**src/rtl/melody_sequencer.sv**
```systemverilog
// Tempo-divided step sequencer with play/pause/stop/loop control that drives the melody step index and note gate.
// Latency: one cycle from any command pulse to the new index or state. Backpressure: none, since commands are plain pulses.
module melody_sequencer #(
  parameter int TICKS_PER_BEAT = 6250000,
  parameter int SONG_LEN       = 159,
  parameter int GAP_TICKS      = 250000,
  parameter int CNT_W          = 24
) (
  input  logic       CLOCK_50,
  input  logic       rst_n,
  input  logic       start,
  input  logic       stop,
  input  logic       pause,
  input  logic       loop_en,
  input  logic [1:0] tempo_sel,
  output logic [7:0] beats,
  output logic       beat_tick,
  output logic       gate,
  output logic       playing,
  output logic       done
);

  // One extra bit so the half-speed period (2*TICKS_PER_BEAT) cannot overflow.
  localparam int PW = CNT_W + 1;
  localparam logic [PW-1:0]    P_NORM = PW'(TICKS_PER_BEAT);
  localparam logic [PW-1:0]    P_SLOW = PW'(2 * TICKS_PER_BEAT);
  localparam logic [PW-1:0]    P_FAST = PW'(TICKS_PER_BEAT / 2);
  localparam logic [7:0]       LAST   = 8'(SONG_LEN - 1);
  localparam logic [CNT_W-1:0] GAP    = CNT_W'(GAP_TICKS);
  localparam logic [7:0]       SILENT = 8'd255;

  typedef enum logic [1:0] {IDLE, PLAY, PAUSE, DONE} state_t;

  state_t           state;
  logic [CNT_W-1:0] tick_cnt;
  logic [PW-1:0]    period;
  logic [PW-1:0]    tempo_period;
  logic             at_boundary;

  always_comb begin
    tempo_period = P_NORM;
    case (tempo_sel)
      2'b01:   tempo_period = P_SLOW;
      2'b10:   tempo_period = P_FAST;
      default: tempo_period = P_NORM;
    endcase
  end

  assign at_boundary = ({1'b0, tick_cnt} == (period - PW'(1)));
  assign gate        = (state == PLAY) && (tick_cnt >= GAP);
  assign playing     = (state == PLAY) || (state == PAUSE);

  always_ff @(posedge CLOCK_50 or negedge rst_n) begin
    if (!rst_n) begin
      state     <= IDLE;
      beats     <= SILENT;
      tick_cnt  <= '0;
      period    <= P_NORM;
      beat_tick <= 1'b0;
      done      <= 1'b0;
    end else begin
      beat_tick <= 1'b0;
      done      <= 1'b0;
      if (stop) begin
        state    <= IDLE;
        beats    <= SILENT;
        tick_cnt <= '0;
      end else if (start) begin
        state     <= PLAY;
        beats     <= 8'd0;
        tick_cnt  <= '0;
        beat_tick <= 1'b1;
        period    <= tempo_period;
      end else begin
        case (state)
          IDLE: state <= IDLE;
          // The cycle carrying a pause pulse still counts as a PLAY cycle.
          PLAY: begin
            state <= pause ? PAUSE : PLAY;
            if (at_boundary) begin
              tick_cnt <= '0;
              period   <= tempo_period;
              if (beats < LAST) begin
                beats     <= beats + 8'd1;
                beat_tick <= 1'b1;
              end else if (loop_en) begin
                beats     <= 8'd0;
                beat_tick <= 1'b1;
              end else begin
                state <= DONE;
                beats <= SILENT;
                done  <= 1'b1;
              end
            end else begin
              tick_cnt <= tick_cnt + CNT_W'(1);
            end
          end
          PAUSE: if (pause) state <= PLAY;
          DONE:  state <= IDLE;
          default: begin
            state <= IDLE;
            beats <= SILENT;
          end
        endcase
      end
    end
  end

endmodule

```
**config.mk**
```make
export PLATFORM = sky130hd
export DESIGN_NAME = melody_sequencer
export DESIGN_NICKNAME = d
export VERILOG_FILES = /design/src/rtl/melody_sequencer.sv
export SDC_FILE = /design/constraint.sdc
export NUM_CORES = 1
export LEC_CHECK = 0
export ABC_CLOCK_PERIOD_IN_PS = 6400
export BUFFER_PORTS_ARGS = -buffer_cell sky130_fd_sc_hd__buf_4
export CORE_ASPECT_RATIO = 1.75
export CORE_MARGIN = 5
export CORE_UTILIZATION = 55
export CTS_CLUSTER_SIZE = 20
export DETAILED_ROUTE_END_ITERATION = 10
export PLACE_DENSITY = 0.74
export SYNTH_ARGS = -nofsm -noshare
export SYNTH_HDL_FRONTEND = slang
export SYNTH_SLANG_ARGS = --single-unit
```
**constraint.sdc**
```tcl
create_clock -name CLOCK_50 -period 6.4 [get_ports CLOCK_50]
set_input_delay 0.32 -clock CLOCK_50 [delete_from_list [all_inputs] [get_ports CLOCK_50]]
set_output_delay 0.32 -clock CLOCK_50 [all_outputs]
set_load 0.01 [all_outputs]
```
* Word-level counts from Yosys, hierarchy flattened *
Cells that the tools add are included.

word-level totals
  flip-flop bits (word level) = 61
  word-level logic and storage cells = 63
  output and inout port bits = 12
  input bits = 8

cells by class
  bitwise operators = 1
  muxes and demuxes = 34
  $add $sub $neg = 3
  equality and inequality tests = 7
  order comparisons = 2
  reduce and logical (&&, ||, !) cells = 10

operators with widths
  operator                                                                 number
  24-bit two-way mux                                                       4
  25-bit two-way mux                                                       3
  8-bit two-way mux                                                        6
  24-bit one-hot mux with 2 select lines                                   1
  24-bit by 25-bit equality test with 1-bit output                         1
  25-bit by 1-bit subtractor with 25-bit output, second input constant     1
  24-bit by 1-bit adder with 24-bit output, second input constant          1
  24-bit by 18-bit >= comparator with 1-bit output, second input constant  1
  2-bit two-way mux                                                        7
  1-bit two-way mux                                                        12
  8-bit by 1-bit adder with 8-bit output, second input constant            1
  8-bit < comparator, second input constant                                1
  2-bit equality test, second input constant                               3
  2-bit one-hot mux with 3 select lines                                    1
  3-bit nonzero test                                                       2
  2-bit by 1-bit equality test with 1-bit output, second input constant    2
  4-bit != test, second input constant                                     1
  2-bit nonzero test                                                       2
  3-bit AND reduction                                                      1
  2-bit logical NOT                                                        1
  2-bit AND reduction                                                      1
  2-bit OR reduction                                                       1
  1-bit logical AND                                                        1
  1-bit logical OR                                                         1
  1-bit inverter                                                           1

* Depth between registers and ports, before layout *
Gate-level depths: netlist of run 1.

  depth in word-level cells = 7
  mapped depth = 11
  gate-level depth less buffers = 9

* Worst setup path after synthesis of run 1 *
No wires, ideal clock.

  kind = register -> register
  start = reg period[22]
  end = reg period[5]
  stages on the path, launching flop included = 11
  required time = 6275 ps
  data arrival time = 2521 ps
  library setup time = 125 ps
  buffers on the path = 2
  path slack = 3753 ps
  period minus slack after synthesis = 2647 ps
  path through = dfstp_2 buf_6 inv_1 ha_1 nor3b_1 or3b_2 a21oi_1 o2111a_2 o21a_1 buf_6 mux2_4

on the way
  word-level cells in the longest chain between the ends = 4

RTL lines
  item                                              RTL line  text
  start: declaration                                36        logic [PW-1:0] period;
  start signal: assignment                          73        period <= tempo_period;
  start signal: assignment                          82        period <= tempo_period;
  25-bit by 1-bit subtractor with 25-bit output     49        assign at_boundary = ({1'b0, tick_cnt} == (period - PW'(1)));
  24-bit by 25-bit equality test with 1-bit output  49
  2-bit nonzero test (no source line)               -
  3-bit AND reduction (no source line)              -

Every way passes these cells.
A chain may end at the register's enable or synchronous reset.

* Worst setup path in the final report of run 1 *
Same ends and word-level chain as after synthesis.

==> results_dict.tcl, run 1 <==
set metrics [dict create \
    final_antenna_net_count 0 \
    violations_in_the_final_reports "negative hold slack" \
    outcome "finished, violations left" \
    synth.top_cells.by_count "nor2_1, dfrtp_1, xor2_1, nand2_1, inv_1" \
    synth_most_common_cell "nor2_1" \
    portBuffers 19 \
    max_cap_violations 0 \
    unrepaired_setup_endpoints_after_global_routing "false" \
    cell_internal_pwr_mw 0.4002 \
    cts_sinks 42 \
    synth_enable_flop_cells 0 \
    p_comb_share_pct 17.1 \
    post_cts_resize_count 0 \
    clockBufferDepth 2 \
    post_cts_setup_buffer_count 0 \
    postRouteWirelength_mm 6.241 \
    vias 2219 \
    place_hpwl_mm 4.760 \
    critical_path_arrival_ns 3.30 \
    clockPowerShare_pct 29.7 \
    crit_required_ns 6.58 \
    swShare_pct 29.07 \
    post_synth.cell_area_avg_um2 9.199 \
    die-width_um 63.37 \
    critPathCaptureType "register" \
    timing.critical_path.from_type "register" \
    asyncSetResetFlopFracSynth_pct 100.0 \
    hold_viol_final 16 \
    final.fill_count 449 \
    synth_ff_type "dfrtp_1" \
    diodes 0 \
    finalCriticalPeriod_ns 3.115 \
    clock_buffers_created_by_tritoncts 5 \
    drive_above_1_share_pct 14.56 \
    die_height_um 103.4 \
    wl_per_cell_um 17.19 \
    finish.net_count 327 \
    fin_cells 363 \
    timing.final.setup_violations 0 \
    post-synth-top-area-fraction_pct 28.30 \
    grt_antenna_before_repair 0 \
    number_of_global_route_vias_before_repair 2278 \
    post_synth_instance_area_um2 2741 \
    synth_largest_area_cell "dfrtp_1" \
    synth.top_cells.by_area "dfrtp_1, dfstp_2, xor2_1" \
    cts_hold_buf 0 \
    final.hold.worst_slack_ns -0.01086 \
    h-tree-depth 2 \
    leakagePower_nw 1.244 \
    insertion_delay_ns 0.31 \
    grt.overflow.total 0 \
    min_period_over_period_pct 48.67 \
    ys_seq_elements 42 \
    drc 0 \
    timing.clock.skew_ns 0.01293 \
    wire_length_of_the_first_global_routing_pass_mm 10.52 \
    ys_warn_count 0 \
    clock_tree.root_cell "clkbuf_8" \
    worst_slew_margin_rel_pct 57.50 \
    grt_start_max_net_pins 43 \
    cts_tree "yes" \
    criticalPathCategory "reg2reg" \
    timing.hold.worst.class "in2async" \
    power.sequential.fraction_pct 53.2 \
    final_wtd_congestion 0.8699 \
    worstMarginPinSlew_ns 0.6326 \
    synth_seq_area_share_pct 38.84 \
    finalSetupTns_ns 0 \
    vias_per_cell 6.113 \
    synth.distinct_cells 52 \
    floorplan.initialDensity_pct 56.04 \
    power_density_nw_per_um2 194.0 \
    place_inst 355 \
    clkTransAtPathRegs_ns 0.09 \
    core_area_um2 4892 \
    pins_over_slew_limit 0 \
    flow.area_growth_from_synthesis_pct 6.116 \
    peak_supply_drop_uv 146.0 \
    timing.fmax_ghz 0.3210 \
    rows 34 \
    netSwitchingPower_mw 0.1640 \
    syn_inst_count 298 \
    critPathMaxFanout 14 \
    firstDrtPassIters 4 \
    synth.net_count 317 \
    grt_util_all_layers_pct 20.21 \
    dr.first_iter.drc_count 54 \
    die_area_um2 6552 \
    io_pins 20 \
]
[per-layer routing]
metal	global-route usage, %	up-vias	wire length (um)
met3	3.459	17	189
met1	20.52	1094	2358
li1	-	1059	-
met4	11.84	0	225
met2	38.11	49	3468
met5	0	-	0
[flip-flops by register name, indices dropped and copies added (netlist names)]
register	flops
period	6
state	2
done	1
beats	8
beat_tick	1
tick_cnt	24
[path summary, 6_finish.rpt]
| kind | start | end | slack [ns] | cells after the start |
|---|---|---|---|---|
| worst min-delay path | rst_n | tick_cnt[1] | -0.01 | 1 |
| max in group asynchronous | rst_n | period[20] | 6.03 | 1 |
| worst max-delay path | period[22] | period[5] | 3.28 | 8 |
| min in group CLOCK_50 | stop | beat_tick | 0.20 | 2 |
| worst min register to register | period[20] | period[20] | 0.51 | 2 |
| worst max register to register | period[22] | period[5] | 3.28 | 8 |
[through the flow]
| step | instance area, um2 | power [mW] | util, % | hold WS, ns | worst slack [ns] |
|---|---|---|---|---|---|
| floorplan | 2741 | 0.3746 | - | 0.02441 | 3.753 |
| finish | 2909 | 0.5642 | 59.46 | -0.01086 | 3.285 |
| CTS | 2909 | 0.5679 | 59.46 | 0.01640 | 3.273 |
| global route | 2909 | 0.5925 | 59.46 | 0.03496 | 3.150 |
| detailed placement | 2826 | 0.4020 | 57.77 | 0.3429 | 3.302 |
| global placement | 2826 | 0.3993 | 57.77 | 0.3359 | 3.400 |
[final cells by class]
class | instances | area [um2] | share of cell area (%)
multi-input cells | 222 | 1484 | 51.01
flip-flops and latches | 42 | 1065 | 36.60
repair buffers | 19 | 142.6 | 4.903
clock buffers | 6 | 72.57 | 2.495
inverters | 18 | 67.56 | 2.323
well taps | 54 | 67.56 | 2.323
clock inverters | 2 | 10.01 | 0.3441
[critical path, stage by stage (launching register included)]
cell	delay [ns]
dfstp_2	0.62
inv_1	0.06
ha_1	0.24
nor3b_1	0.17
or3b_2	0.47
a21oi_1	0.25
o2111a_2	0.48
o21a_1	0.37
mux2_4	0.33
[cells by family (layout without fill, tap and decap cells)]
kind of cell | after synthesis | after routing | share of synthesized area [%]
flip-flops | 42 | 42 | 38.84
AND/OR/NAND/NOR | 118 | 118 | 21.41
buffers and inverters | 34 | 45 | 7.028
AO/OA/AOI/OAI | 48 | 48 | 12.19
adder cells (fa/ha/maj) | 11 | 11 | 5.020
multiplexers | 13 | 13 | 5.294
XOR/XNOR | 32 | 32 | 10.22
[cells in the final DEF, fill, tap and decap left out, types with 3 or more instances in the layout]
master,netlist,routed
a21o_1,3,3
a21oi_1,8,8
a31oi_1,6,6
and3_1,5,5
buf_4,0,19
clkbuf_8,0,5
dfrtp_1,31,31
dfstp_2,11,11
ha_1,11,11
inv_1,17,17
mux2_4,3,3
mux2i_1,10,10
nand2_1,18,18
nand3_1,15,15
nand4_1,9,9
nor2_1,38,38
nor2b_1,3,3
nor3_1,10,10
nor4_1,3,3
o2111ai_1,3,3
o21ai_0,6,6
o21ai_1,6,6
o31ai_1,3,3
or4_1,3,3
xnor2_1,12,12
xor2_1,20,20
[power by group through the flow]
stage,Sequential [mW],Combinational [mW],Clock (mW)
final,0.300,0.0965,0.168
after global routing,0.302,0.108,0.182
after CTS,0.300,0.0981,0.170
after detailed placement,0.305,0.0975,0
after global placement,0.304,0.0956,0
after floorplan,0.296,0.0785,0
(Power assumes the default switching activity.)
==> inputs of run 2 (changes only) <==
--- a/config.mk
+++ b/config.mk
@@ -5,7 +5,7 @@
 export SDC_FILE = /design/constraint.sdc
 export NUM_CORES = 1
 export LEC_CHECK = 0
-export ABC_CLOCK_PERIOD_IN_PS = 6400
+export ABC_CLOCK_PERIOD_IN_PS = 2900
 export BUFFER_PORTS_ARGS = -buffer_cell sky130_fd_sc_hd__buf_4
 export CORE_ASPECT_RATIO = 1.75
 export CORE_MARGIN = 5
==> constraint.sdc (replaced) <==
create_clock -name CLOCK_50 -period 2.9 [get_ports CLOCK_50]
set_input_delay 0.145 -clock CLOCK_50 [delete_from_list [all_inputs] [get_ports CLOCK_50]]
set_output_delay 0.145 -clock CLOCK_50 [all_outputs]
set_load 0.01 [all_outputs]
==> run 2 against run 1 <==
The flow now finishes without violations. First-iteration DRC count up 63%. Via count up 0.45%. Total power up 140%. Clock skew down 0.0029 ns. Critical path type unchanged.
==> results_dict.tcl, run 2 (same netlist as run 1, synthesis figures left out) <==
set metrics [dict create \
    outcome "completed" \
    final_cell_mix "nor2_1, dfrtp_1, buf_4, xor2_1, nand2_1" \
    diodes 0 \
    top_register "tick_cnt" \
    timing.final.setup_violations 0 \
    met3_wire_len_um 187 \
    floorplan.initialDensity_pct 56.04 \
    h-tree-depth 2 \
    number_of_global_route_vias_before_repair 2256 \
    drc 0 \
    clock_tree.root_cell "clkbuf_8" \
    layout.cells.most_common "nor2_1" \
    min_period_over_period_pct 91.43 \
    final_antenna_net_count 0 \
    hold_viol_final 0 \
    total_power_mw 1.353 \
    flow.area_growth_from_synthesis_pct 9.448 \
    finalCriticalPeriod_ns 2.651 \
    peak_supply_drop_uv 356.6 \
    drive_above_1_share_pct 16.72 \
    layout_setup_ws_ns 0.2485 \
    vias 2229 \
    clkTransAtPathRegs_ns 0.09 \
    fin_cells 371 \
    reg2regPathDepth 8 \
    dpl-instance-area_um2 2879 \
    core_area_um2 4892 \
    clock_buffers_created_by_tritoncts 5 \
    timing.fmax_ghz 0.3772 \
    wire_length_of_the_first_global_routing_pass_mm 10.98 \
    crit_required_ns 3.09 \
    whs_path_depth 2 \
    finalSetupTns_ns 0 \
    topRoutingLayerUsed "met4" \
    utilization_pct 61.33 \
    post_placement_worst_setup_slack_ns 0.1580 \
    met1_length_mm 2.464 \
    vias_per_cell 6.008 \
    die_height_um 103.4 \
    routed-wl-met2_mm 3.466 \
    critPathCaptureType "register" \
    grt_start_max_net_pins 43 \
    rows 34 \
    critical_path_arrival_ns 2.84 \
    worstMarginPinSlew_ns 0.5794 \
    die_area_um2 6552 \
    leakagePower_nw 1.291 \
    reg_top3 "tick_cnt (24), beats (8), period (6)" \
    timing.hold.worst.class "in2reg" \
    design_area_um2 3000 \
    die-width_um 63.37 \
    power_density_nw_per_um2 450.9 \
    largest_register_ffs 24 \
    unrepaired_setup_endpoints_after_global_routing "false" \
    grt_antenna_before_repair 0 \
    insertion_delay_ns 0.30 \
    criticalPathCategory "reg2reg" \
    post_cts_setup_buffer_count 0 \
    postRouteWirelength_mm 6.398 \
    final.hold.worst_slack_ns 0.03518 \
    timing.clock.skew_ns 0.01004 \
    place_hpwl_mm 4.816 \
    wl_per_cell_um 17.25 \
    grt_util_all_layers_pct 20.88 \
    pins_over_slew_limit 0 \
    max_cap_violations 0 \
    io_pins 20 \
    timing.critical_path.from_type "register" \
    cts_tree "yes" \
    final.fill_count 424 \
    place_inst 362 \
    portBuffers 19 \
    worst_slew_margin_rel_pct 61.07 \
    final_wtd_congestion 0.9236 \
    grt.overflow.total 0 \
    dr.first_iter.drc_count 88 \
    finish.net_count 335 \
    firstDrtPassIters 4 \
    critPathMaxFanout 5 \
    clockBufferDepth 2 \
    cts_sinks 42 \
]
[run 2: worst max-delay path, stage by stage (launching register included)]
cell	delay, ns
dfstp_2	0.54
inv_1	0.04
ha_1	0.24
nor3b_1	0.17
or3b_2	0.46
a21oi_1	0.24
o2111a_2	0.30
o21a_2	0.23
mux2_4	0.32
[run 2: where the power goes]
group          switching, mW  internal (mW)  total [mW]
logic                  0.133          0.107       0.240
registers             0.0316          0.620       0.652
clock network          0.204          0.257       0.461
[run 2: final cells by class]
| class | count | area, um2 | share of cell area (%) |
|---|---|---|---|
| clock inverter | 2 | 37.54 | 1.251 |
| tap | 54 | 67.56 | 2.252 |
| multi-input combinational | 222 | 1485 | 49.50 |
| clock buffer | 6 | 72.57 | 2.419 |
| timing repair buffer | 27 | 205.2 | 6.839 |
| inverter | 18 | 67.56 | 2.252 |
| sequential | 42 | 1065 | 35.49 |
[run 2: worst paths after layout]
kind	slack (ns)	startpoint	endpoint
min reg2reg	0.49	period[20]	period[20]
max	0.25	period[22]	period[8]
min in group asynchronous	0.37	rst_n	tick_cnt[5]
min	0.04	stop	beat_tick
max reg2reg	0.25	period[22]	period[8]
max in group asynchronous	2.16	rst_n	beats[2]
[run 2: timing repair]
action	in CTS	in global routing
hold endpoints to repair	31	0
endpoints found under the setup margin	0	1
hold buffers	1	0
gates resized for setup	0	1
[run 2: per-layer routing]
metal	up-vias	track usage [%]
met4	0	10.72
met1	1069	22.97
met3	23	2.919
met5	-	0
li1	1074	-
met2	63	38.58
==> inputs of run 3 (changes only) <==
--- a/config.mk
+++ b/config.mk
@@ -7,12 +7,14 @@
 export LEC_CHECK = 0
 export ABC_CLOCK_PERIOD_IN_PS = 2900
 export BUFFER_PORTS_ARGS = -buffer_cell sky130_fd_sc_hd__buf_4
+export CELL_PAD_IN_SITES_DETAIL_PLACEMENT = 1
+export CELL_PAD_IN_SITES_GLOBAL_PLACEMENT = 1
 export CORE_ASPECT_RATIO = 1.75
 export CORE_MARGIN = 5
-export CORE_UTILIZATION = 55
+export CORE_UTILIZATION = 47
 export CTS_CLUSTER_SIZE = 20
 export DETAILED_ROUTE_END_ITERATION = 10
-export PLACE_DENSITY = 0.74
+export PLACE_DENSITY_LB_ADDON = 0.1
 export SYNTH_ARGS = -nofsm -noshare
 export SYNTH_HDL_FRONTEND = slang
 export SYNTH_SLANG_ARGS = --single-unit
==> run 3 against run 2 <==
Worst setup slack worse by 0.027 ns. Via count grew 2.1%. Hold slack lost 0.018 ns. Flip-flop and latch count stayed put. Utilization down 7.7 points. Count of clock-buffer cells in the layout is the same. Highest routed layer unchanged.
==> results_dict.tcl, run 3 (same netlist as run 1, synthesis figures left out) <==
set metrics [dict create \
    critPathMaxFanout 5 \
    insertion_delay_ns 0.30 \
    clkTransAtPathRegs_ns 0.09 \
    peak_supply_drop_uv 275.1 \
    holdCritStartpoint "stop" \
    slowest_delay_ns 0.54 \
    vias 2275 \
    h-tree-depth 2 \
    io_pins 20 \
    finish.net_count 336 \
    hold_viol_final 0 \
    whs_path_depth 2 \
    critPathCaptureType "register" \
    timing.final.setup_violations 0 \
    min_period_over_period_pct 92.37 \
    drive_above_1_share_pct 16.98 \
    clock_tree.root_cell "clkbuf_8" \
    power_density_nw_per_um2 429.7 \
    place_hpwl_mm 5.404 \
    finalSetupTns_ns 0 \
    finalCriticalPeriod_ns 2.679 \
    crit_chain "inv_1 -> ha_1 -> ha_1 -> xor2_1 -> nand4_1 -> nor3_1 -> o2111a_2 -> o21a_1 -> mux2_4" \
    post_cts_resize_count 0 \
    postRouteWirelength_mm 7.122 \
    core_area_um2 5630 \
    die-width_um 67.73 \
    unrepaired_setup_endpoints_after_global_routing "false" \
    drc 0 \
    cp.buffers_inverters 1 \
    timing.fmax_ghz 0.3733 \
    rows 36 \
    cts_tree "yes" \
    final_wtd_congestion 0.8431 \
    timing.critical_path.slowest_stage_cell "dfstp_2" \
    clockBufferDepth 2 \
    cts_hold_buf 1 \
    endpoint_of_the_worst_register_to_register_path "period[5]" \
    dr.first_iter.drc_count 77 \
    grt_start_max_net_pins 43 \
    grt_util_all_layers_pct 21.26 \
    dpl-instance-area_um2 2914 \
    reg_top3 "tick_cnt (24), beats (8), period (6)" \
    pins_over_slew_limit 0 \
    crit_required_ns 3.10 \
    firstDrtPassIters 4 \
    portBuffers 19 \
    clock_buffers_created_by_tritoncts 5 \
    grt_antenna_before_repair 0 \
    post_cts_setup_buffer_count 0 \
    vias_per_cell 5.774 \
    flow.area_growth_from_synthesis_pct 10.13 \
    die_area_um2 7520 \
    final_antenna_net_count 0 \
    ff2ff_setup_slack_ns 0.22 \
    floorplan.initialDensity_pct 48.69 \
    top_register "tick_cnt" \
    layout.cells.most_common "nor2_1" \
    final_cell_mix "nor2_1, dfrtp_1, buf_4, xor2_1, nand2_1" \
    outcome "completed" \
    critical_path.top_delay_family "compound AO/OA/AOI/OAI gates" \
    worstMarginPinSlew_ns 0.5388 \
    timing.rr.start "period[22]" \
    wire_length_of_the_first_global_routing_pass_mm 12.18 \
    worst_slew_margin_rel_pct 64.08 \
    die_height_um 111.0 \
    cp_common_cell "ha_1" \
    cts_sinks 42 \
    leakagePower_nw 1.290 \
    wl_per_cell_um 18.08 \
    largest_register_ffs 24 \
    timing.critical_path.from_type "register" \
    reg2regPathDepth 9 \
    criticalPathCategory "reg2reg" \
    timing.clock.skew_ns 0.01153 \
    diodes 0 \
    grt.overflow.total 0 \
    design_area_um2 3019 \
    critical_path_arrival_ns 2.88 \
    timing.hold.worst.class "in2reg" \
    hold_path_end "beat_tick" \
    max_cap_violations 0 \
    number_of_global_route_vias_before_repair 2529 \
]
-- run 3: final cells by class --
type | instances | area [um2]
Fill cell | 697 | 2611
Multi-Input combinational cell | 222 | 1484
Sequential cell | 42 | 1065
Timing Repair Buffer | 28 | 212.7
Tap cell | 76 | 95.09
Clock buffer | 6 | 82.58
Inverter | 18 | 67.56
Clock inverter | 2 | 12.51
-- run 3: routing by layer --
layer | routed length [um] | track usage (%) | vias to the layer above | part of all wire (%)
met4 | 247 | 9.485 | 0 | 3.5
met5 | 0 | 0 | - | 0
met2 | 4046 | 38.26 | 37 | 57
li1 | - | - | 1075 | -
met3 | 154 | 3.347 | 18 | 2.2
met1 | 2673 | 23.16 | 1145 | 38
-- run 3: worst max path at each step --
stage	slack (ns)	cells past startpoint	start	end
floorplan	0.25	10	period[22]	period[5]
global placement	0.29	8	period[22]	period[5]
detailed placement	0.23	9	period[22]	period[5]
CTS	0.21	9	period[22]	period[5]
global route	0.06	10	period[22]	beats[2]
finish	0.22	9	period[22]	period[5]
-- run 3: through the flow --
stage,hold WS (ns),instances,utilization [%],power (mW),setup WS (ns)
finish,0.01726,394,53.62,1.297,0.2211
global route,0.01316,394,53.62,1.376,0.05524
CTS,0.005882,394,53.62,1.319,0.2072
detailed placement,0.1709,385,51.76,0.9081,0.2295
global placement,0.1686,385,51.76,0.9015,0.2892
floorplan,-0.1506,298,-,0.8267,0.2535
-- run 3: power breakdown --
part	switching (mW)	internal, mW
clock	0.211	0.192
sequential	0.0321	0.620
combinational	0.136	0.107
